`config.mk`:
```
export PLATFORM = sky130hd
export DESIGN_NAME = uart_rx_sampler_flat
export DESIGN_NICKNAME = d
export VERILOG_FILES = /design/src/rtl/uart_rx_sampler_if.sv /design/src/rtl/uart_rx_sampler.sv /design/src/flat_wrapper.sv
export SDC_FILE = /design/constraint.sdc
export NUM_CORES = 1
export LEC_CHECK = 0
export CAP_MARGIN = 20
export CORE_ASPECT_RATIO = 0.5
export CORE_MARGIN = 4
export CORE_UTILIZATION = 45
export CTS_BUF_LIST = sky130_fd_sc_hd__clkbuf_16
export DETAILED_ROUTE_END_ITERATION = 10
export GPL_ROUTABILITY_DRIVEN = 0
export GPL_TIMING_DRIVEN = 1
export PLACE_DENSITY = 0.65
export SETUP_SLACK_MARGIN = 0.15
export SLEW_MARGIN = 20
export SYNTH_ARGS = -nofsm -noshare
export SYNTH_HDL_FRONTEND = slang
export SYNTH_SLANG_ARGS = --single-unit
```
`constraint.sdc`:
```
create_clock -name clk -period 5.9 [get_ports clk]
set_input_delay 1.18 -clock clk [delete_from_list [all_inputs] [get_ports clk]]
set_output_delay 1.18 -clock clk [all_outputs]
set_load 0.02 [all_outputs]
```
`src/rtl/uart_rx_sampler_if.sv`:
```
// Signal bundle between the edge counter / RX FSM and the oversampling bit sampler.
// master drives the line, enable and counter; slave is the sampler itself.
interface uart_rx_sampler_if #(
  parameter int unsigned SCALE_WIDTH = 6
) ();
  logic                   rx_in;
  logic                   samp_en;
  logic [SCALE_WIDTH-1:0] edge_cnt;
  logic [SCALE_WIDTH-1:0] prescaler;
  logic                   samp_mode;
  logic                   sampled_bit;
  logic                   bit_valid;
  logic                   noise_flag;
  logic                   cfg_err;

  modport master (
    output rx_in, samp_en, edge_cnt, prescaler, samp_mode,
    input  sampled_bit, bit_valid, noise_flag, cfg_err
  );

  modport slave (
    input  rx_in, samp_en, edge_cnt, prescaler, samp_mode,
    output sampled_bit, bit_valid, noise_flag, cfg_err
  );
endinterface

```
`src/rtl/uart_rx_sampler.sv`:
```
// UART RX oversampling sampler: synchronizes rx_in, captures 3 or 5 samples
// centred on the bit midpoint and emits a majority vote with noise/config flags.
module uart_rx_sampler #(
  parameter int unsigned SCALE_WIDTH = 6,
  parameter int unsigned SYNC_STAGES = 2
) (
  input  logic               clk,
  input  logic               reset,
  uart_rx_sampler_if.slave   bus
);

  typedef enum logic [1:0] {
    IDLE,
    COLLECT,
    DONE
  } state_e;

  state_e                 state_q, state_d;
  logic                   rx_s;
  logic [4:0]             samp_q, samp_d;
  logic [2:0]             cnt_q, cnt_d;
  logic [SCALE_WIDTH-1:0] lo_q, lo_d;
  logic                   mode_q, mode_d;
  logic                   bit_q, bit_d;
  logic                   valid_q, valid_d;
  logic                   noise_q, noise_d;
  logic                   cfg_q, cfg_d;

  generate
    if (SYNC_STAGES == 0) begin : g_nosync
      assign rx_s = bus.rx_in;
    end else begin : g_sync
      logic [SYNC_STAGES-1:0] sync_q;
      always_ff @(posedge clk) begin
        if (reset) begin
          sync_q <= '1;
        end else begin
          sync_q[0] <= bus.rx_in;
          for (int unsigned i = 1; i < SYNC_STAGES; i++) begin
            sync_q[i] <= sync_q[i-1];
          end
        end
      end
      assign rx_s = sync_q[SYNC_STAGES-1];
    end
  endgenerate

  // Config seen at a latch point (samp_en with edge_cnt == 0)
  logic                   latch;
  logic [SCALE_WIDTH-1:0] h_new;
  logic [SCALE_WIDTH-1:0] lo_new;
  logic                   illegal_new;
  assign latch       = bus.samp_en && (bus.edge_cnt == '0);
  assign h_new       = bus.samp_mode ? SCALE_WIDTH'(2) : SCALE_WIDTH'(1);
  assign lo_new      = (bus.prescaler >> 1) - h_new;
  assign illegal_new = bus.samp_mode ? (bus.prescaler < SCALE_WIDTH'(6))
                                     : (bus.prescaler < SCALE_WIDTH'(4));

  // Captures must hit consecutive window indices; a skipped index stalls the bit.
  logic [SCALE_WIDTH-1:0] target;
  logic [2:0]             n_cur;
  logic [4:0]             shifted;
  logic [4:0]             voted;
  assign target  = lo_q + SCALE_WIDTH'(cnt_q);
  assign n_cur   = mode_q ? 3'd5 : 3'd3;
  assign shifted = {samp_q[3:0], rx_s};
  assign voted   = shifted & (mode_q ? 5'b11111 : 5'b00111);

  logic [2:0] ones;

  always_comb begin
    state_d = state_q;
    samp_d  = samp_q;
    cnt_d   = cnt_q;
    lo_d    = lo_q;
    mode_d  = mode_q;
    bit_d   = bit_q;
    valid_d = 1'b0;
    noise_d = noise_q;
    cfg_d   = cfg_q;
    ones    = '0;
    for (int unsigned i = 0; i < 5; i++) begin
      ones = ones + {2'b00, voted[i]};
    end

    if (!bus.samp_en) begin
      state_d = IDLE;
      samp_d  = '0;
      cnt_d   = '0;
    end else if (latch) begin
      cfg_d   = illegal_new;
      mode_d  = bus.samp_mode;
      lo_d    = lo_new;
      samp_d  = '0;
      cnt_d   = '0;
      state_d = illegal_new ? IDLE : COLLECT;
    end else if ((state_q == COLLECT) && (bus.edge_cnt == target)) begin
      samp_d = shifted;
      cnt_d  = cnt_q + 3'd1;
      if ((cnt_q + 3'd1) == n_cur) begin
        bit_d   = (ones >= (mode_q ? 3'd3 : 3'd2));
        noise_d = (ones != 3'd0) && (ones != n_cur);
        valid_d = 1'b1;
        state_d = DONE;
      end
    end
  end

  always_ff @(posedge clk) begin
    if (reset) begin
      state_q <= IDLE;
      samp_q  <= '0;
      cnt_q   <= '0;
      lo_q    <= '0;
      mode_q  <= 1'b0;
      bit_q   <= 1'b1;
      valid_q <= 1'b0;
      noise_q <= 1'b0;
      cfg_q   <= 1'b0;
    end else begin
      state_q <= state_d;
      samp_q  <= samp_d;
      cnt_q   <= cnt_d;
      lo_q    <= lo_d;
      mode_q  <= mode_d;
      bit_q   <= bit_d;
      valid_q <= valid_d;
      noise_q <= noise_d;
      cfg_q   <= cfg_d;
    end
  end

  assign bus.sampled_bit = bit_q;
  assign bus.bit_valid   = valid_q;
  assign bus.noise_flag  = noise_q;
  assign bus.cfg_err     = cfg_q;

endmodule

```
`src/flat_wrapper.sv`:
```
// flat-port wrapper written by rule: the top's interface ports become plain ports
module uart_rx_sampler_flat 
#(
  parameter int unsigned SCALE_WIDTH = 6,
  parameter int unsigned SYNC_STAGES = 2
)
  (clk, reset, bus_rx_in, bus_samp_en, bus_edge_cnt, bus_prescaler, bus_samp_mode, bus_sampled_bit, bus_bit_valid, bus_noise_flag, bus_cfg_err);
  uart_rx_sampler_if #(.SCALE_WIDTH(SCALE_WIDTH)) bus_i ();
  input  logic clk;
  input  logic reset;
  input wire logic [$bits(bus_i.rx_in)-1:0] bus_rx_in;
  input wire logic [$bits(bus_i.samp_en)-1:0] bus_samp_en;
  input wire logic [$bits(bus_i.edge_cnt)-1:0] bus_edge_cnt;
  input wire logic [$bits(bus_i.prescaler)-1:0] bus_prescaler;
  input wire logic [$bits(bus_i.samp_mode)-1:0] bus_samp_mode;
  output wire logic [$bits(bus_i.sampled_bit)-1:0] bus_sampled_bit;
  output wire logic [$bits(bus_i.bit_valid)-1:0] bus_bit_valid;
  output wire logic [$bits(bus_i.noise_flag)-1:0] bus_noise_flag;
  output wire logic [$bits(bus_i.cfg_err)-1:0] bus_cfg_err;
  assign bus_i.rx_in = bus_rx_in;
  assign bus_i.samp_en = bus_samp_en;
  assign bus_i.edge_cnt = bus_edge_cnt;
  assign bus_i.prescaler = bus_prescaler;
  assign bus_i.samp_mode = bus_samp_mode;
  assign bus_sampled_bit = bus_i.sampled_bit;
  assign bus_bit_valid = bus_i.bit_valid;
  assign bus_noise_flag = bus_i.noise_flag;
  assign bus_cfg_err = bus_i.cfg_err;
  uart_rx_sampler #(.SCALE_WIDTH(SCALE_WIDTH), .SYNC_STAGES(SYNC_STAGES)) u_core (.clk(clk), .reset(reset), .bus(bus_i));
endmodule
```
==> results_dict.tcl <==
set metrics [dict create \
    fp.dieH_um 46.73 \
    hold_path_depth 1 \
    nets 199 \
    cts_root_buffer "clkbuf_16" \
    path_clk_slew_ns 0.06 \
    grt.busiest_layer "met2" \
    hold_viol 0 \
    die_width_um 85.46 \
    seqPwrFrac_pct 40.2 \
    r2r_end "u_core.state_q[0]$_SDFFE_PP0P_" \
    power.density_nw_per_um2 222.7 \
    drc_errors 0 \
    met3_usage_pct 4.203 \
    drive_above_1_share_pct 5.952 \
    final_cell_mix "dfxtp_1, clkdlybuf4s50_1, nor2_1" \
    yosysWarnings 0 \
    cts_hold_buf 0 \
    p_sw_share_pct 19.14 \
    cp.arrival_ns 3.53 \
    synthesis.nets 179 \
    placementRows 13 \
    port-buffer-count 19 \
    period_share_pct 57.27 \
    drv_slew 0 \
    num_antenna_cells 0 \
    tightestPinTransition_ns 0.6917 \
    outcome "finished clean" \
    area_growth_pct 24.19 \
    worstHoldStart "u_core.g_sync.sync_q[0]$_SDFF_PP1_" \
    cts_setup_buffers 0 \
    p_leak_nw 0.6438 \
    ys_types 35 \
    critPathKind "in2reg" \
    ir_drop_uv 128.9 \
    finalSetupViolations 0 \
    required_ns 6.05 \
    finClkSkew_ns 0.003841 \
    tritoncts "done" \
    critPathMaxFanout 10 \
    cts_resized 0 \
    antenna_found_initial 0 \
    via_per_inst 5.293 \
    tns_ns 0 \
    power.internal_uw 302.0 \
    worstSkewPairLatency_ns 0.26 \
    cts_max_level 1 \
    maxCapViolations 0 \
    die_area_um2 3994 \
    clock_sinks 22 \
    postSynthCellCount 149 \
    grt_max_degree 16 \
    r2r_setup_slack_ns 2.93 \
    rsz0062_at_grt "false" \
    core_area_um2 2733 \
    rr_worst_depth 7 \
    synth_area_um2 1350 \
    vias 1085 \
    ant_nets 0 \
    grt_pass1_wl_um 4761 \
    globalRoute.totalOverflow 0 \
    firstDrtPassIters 4 \
    wl_per_cell_um 13.50 \
    end_kind "flip-flop" \
    finish.utilization_pct 61.36 \
    cts_buffers 3 \
    r2r-start "u_core.cnt_q[0]$_SDFFE_PP0P_" \
    syn_area_per_cell_um2 9.061 \
    fin_crit_ns 3.379 \
    grt_pass1_vias 1045 \
    hold_end "u_core.g_sync.sync_q[1]$_SDFF_PP1_" \
    globalRouteMet2Util_pct 25.62 \
    grt_use_met1_pct 21.00 \
    finalWirelength_um 2768 \
    hp-class "reg2reg" \
    pwr-share-clk_pct 50.8 \
    layout_commonest_cell "dfxtp_1" \
    cts_buffer_depth 2 \
    place_hpwl_um 2241 \
    fmax_ghz 0.2960 \
    start_util_pct 49.40 \
    yosysSeqAreaShare_pct 32.62 \
    ios 21 \
    power_frac_comb_pct 9.0 \
    startpoint_type "input port" \
    relSlewSlack_pct 53.56 \
    drt-initial-drc-count 59 \
    p_switching_uw 71.49 \
    ys_ff_latch 22 \
    track_usage_pct 15.62 \
]
-- sequential cells by signal, indices dropped and copies added (netlist names) --
register / flops
u_core.lo_q: 6
u_core.g_sync.sync_q: 2
u_core.state_q: 2
u_core.cnt_q: 3
u_core.bus.noise_flag: 1
u_core.samp_q: 4
u_core.mode_q: 1
u_core.bus.bit_valid: 1
u_core.bus.cfg_err: 1
u_core.bus.sampled_bit: 1
-- worst max path at each step --
stage,slack (ns),from,end
final,2.52,bus_edge_cnt[2],u_core.state_q[0]$_SDFFE_PP0P_
after global routing,2.41,bus_edge_cnt[2],u_core.state_q[0]$_SDFFE_PP0P_
after CTS,2.51,bus_edge_cnt[2],u_core.state_q[0]$_SDFFE_PP0P_
after detailed placement,2.24,bus_edge_cnt[2],u_core.state_q[0]$_SDFFE_PP0P_
after global placement,2.25,bus_edge_cnt[2],u_core.state_q[0]$_SDFFE_PP0P_
after floorplan,2.89,bus_edge_cnt[2],u_core.state_q[0]$_SDFFE_PP0P_
-- routing by layer --
layer,vias to the layer above,wire length (um)
li1,566,-
met1,507,1429
met2,10,1231
met3,2,86
met4,0,20
met5,-,0
-- kinds of logic after synthesis --
logic type,Yosys count,share of synthesized area [%]
flops,22,32.62
xor+xnor,12,8.897
compound gates,33,15.94
fa+ha+maj,13,14.27
simple gates,51,20.94
mux,5,3.707
buf+inv,13,3.614
-- final cells by class --
class	count	area, um2
clock buffers	3	75.07
clock inverters	1	30.03
fillers	251	1056
inverters	9	33.78
multi-input cells	114	860.8
flip-flops and latches	22	440.4
well taps	37	46.29
repair buffers	19	190.2
-- power groups by stage --
| stage | Clock, mW | Combinational (mW) | Sequential (mW) |
|---|---|---|---|
| finish | 0.190 | 0.0337 | 0.150 |
| global route | 0.201 | 0.0372 | 0.150 |
| CTS | 0.192 | 0.0340 | 0.150 |
| detailed placement | 0 | 0.0338 | 0.153 |
| global placement | 0 | 0.0330 | 0.153 |
| floorplan | 0 | 0.0177 | 0.153 |
-- cells in the mapped netlist --
cell | count | area, um2
or3_1 | 2 | 12.51
xnor2_1 | 6 | 52.55
o21ai_1 | 1 | 5.000
a21oi_1 | 11 | 55.05
or2_2 | 3 | 18.77
nor2b_1 | 2 | 12.51
xor2_1 | 5 | 43.79
nand2b_1 | 5 | 31.28
nor3_1 | 3 | 15.01
mux2i_1 | 5 | 50.05
ha_1 | 9 | 112.6
a211oi_1 | 8 | 60.06
dfxtp_1 | 22 | 440.4
o21ai_0 | 7 | 35.03
nor4_4 | 1 | 21.27
clkbuf_1 | 3 | 11.26
fa_1 | 4 | 80.08
a211o_1 | 1 | 8.760
o21a_1 | 1 | 7.510
a32o_1 | 1 | 10.01
xor3_1 | 1 | 23.77
and3_1 | 1 | 6.260
nor2_1 | 15 | 56.30
nor4_1 | 2 | 12.51
nor4b_1 | 1 | 8.760
or4_4 | 1 | 11.26
nand2_1 | 4 | 15.01
and2_1 | 3 | 18.77
o2111a_1 | 1 | 11.26
o2111ai_2 | 1 | 15.01
nand3_1 | 7 | 35.03
or4_1 | 1 | 7.510
inv_1 | 9 | 33.78
buf_1 | 1 | 3.750
o31ai_1 | 1 | 7.510
-- stage by stage --
stage	hold WS [ns]	power [mW]	setup slack [ns]	area [um2]	cells
finish	0.4106	0.3734	2.521	1677	205
global route	0.4163	0.3876	2.406	1677	205
CTS	0.4070	0.3762	2.511	1677	205
detailed placement	0.3964	0.1871	2.237	1572	201
global placement	0.4001	0.1864	2.245	1572	201
floorplan	0.3895	0.1709	2.886	1350	149
-- critical path, cell delays in order --
cell and delay, ns:
clkdlybuf4s50_1 0.48, xor3_1 0.45, nor4_4 0.32, o2111ai_2 0.27, or4_4 0.57, a32o_1 0.27
Power figures use the tool's default switching activity.
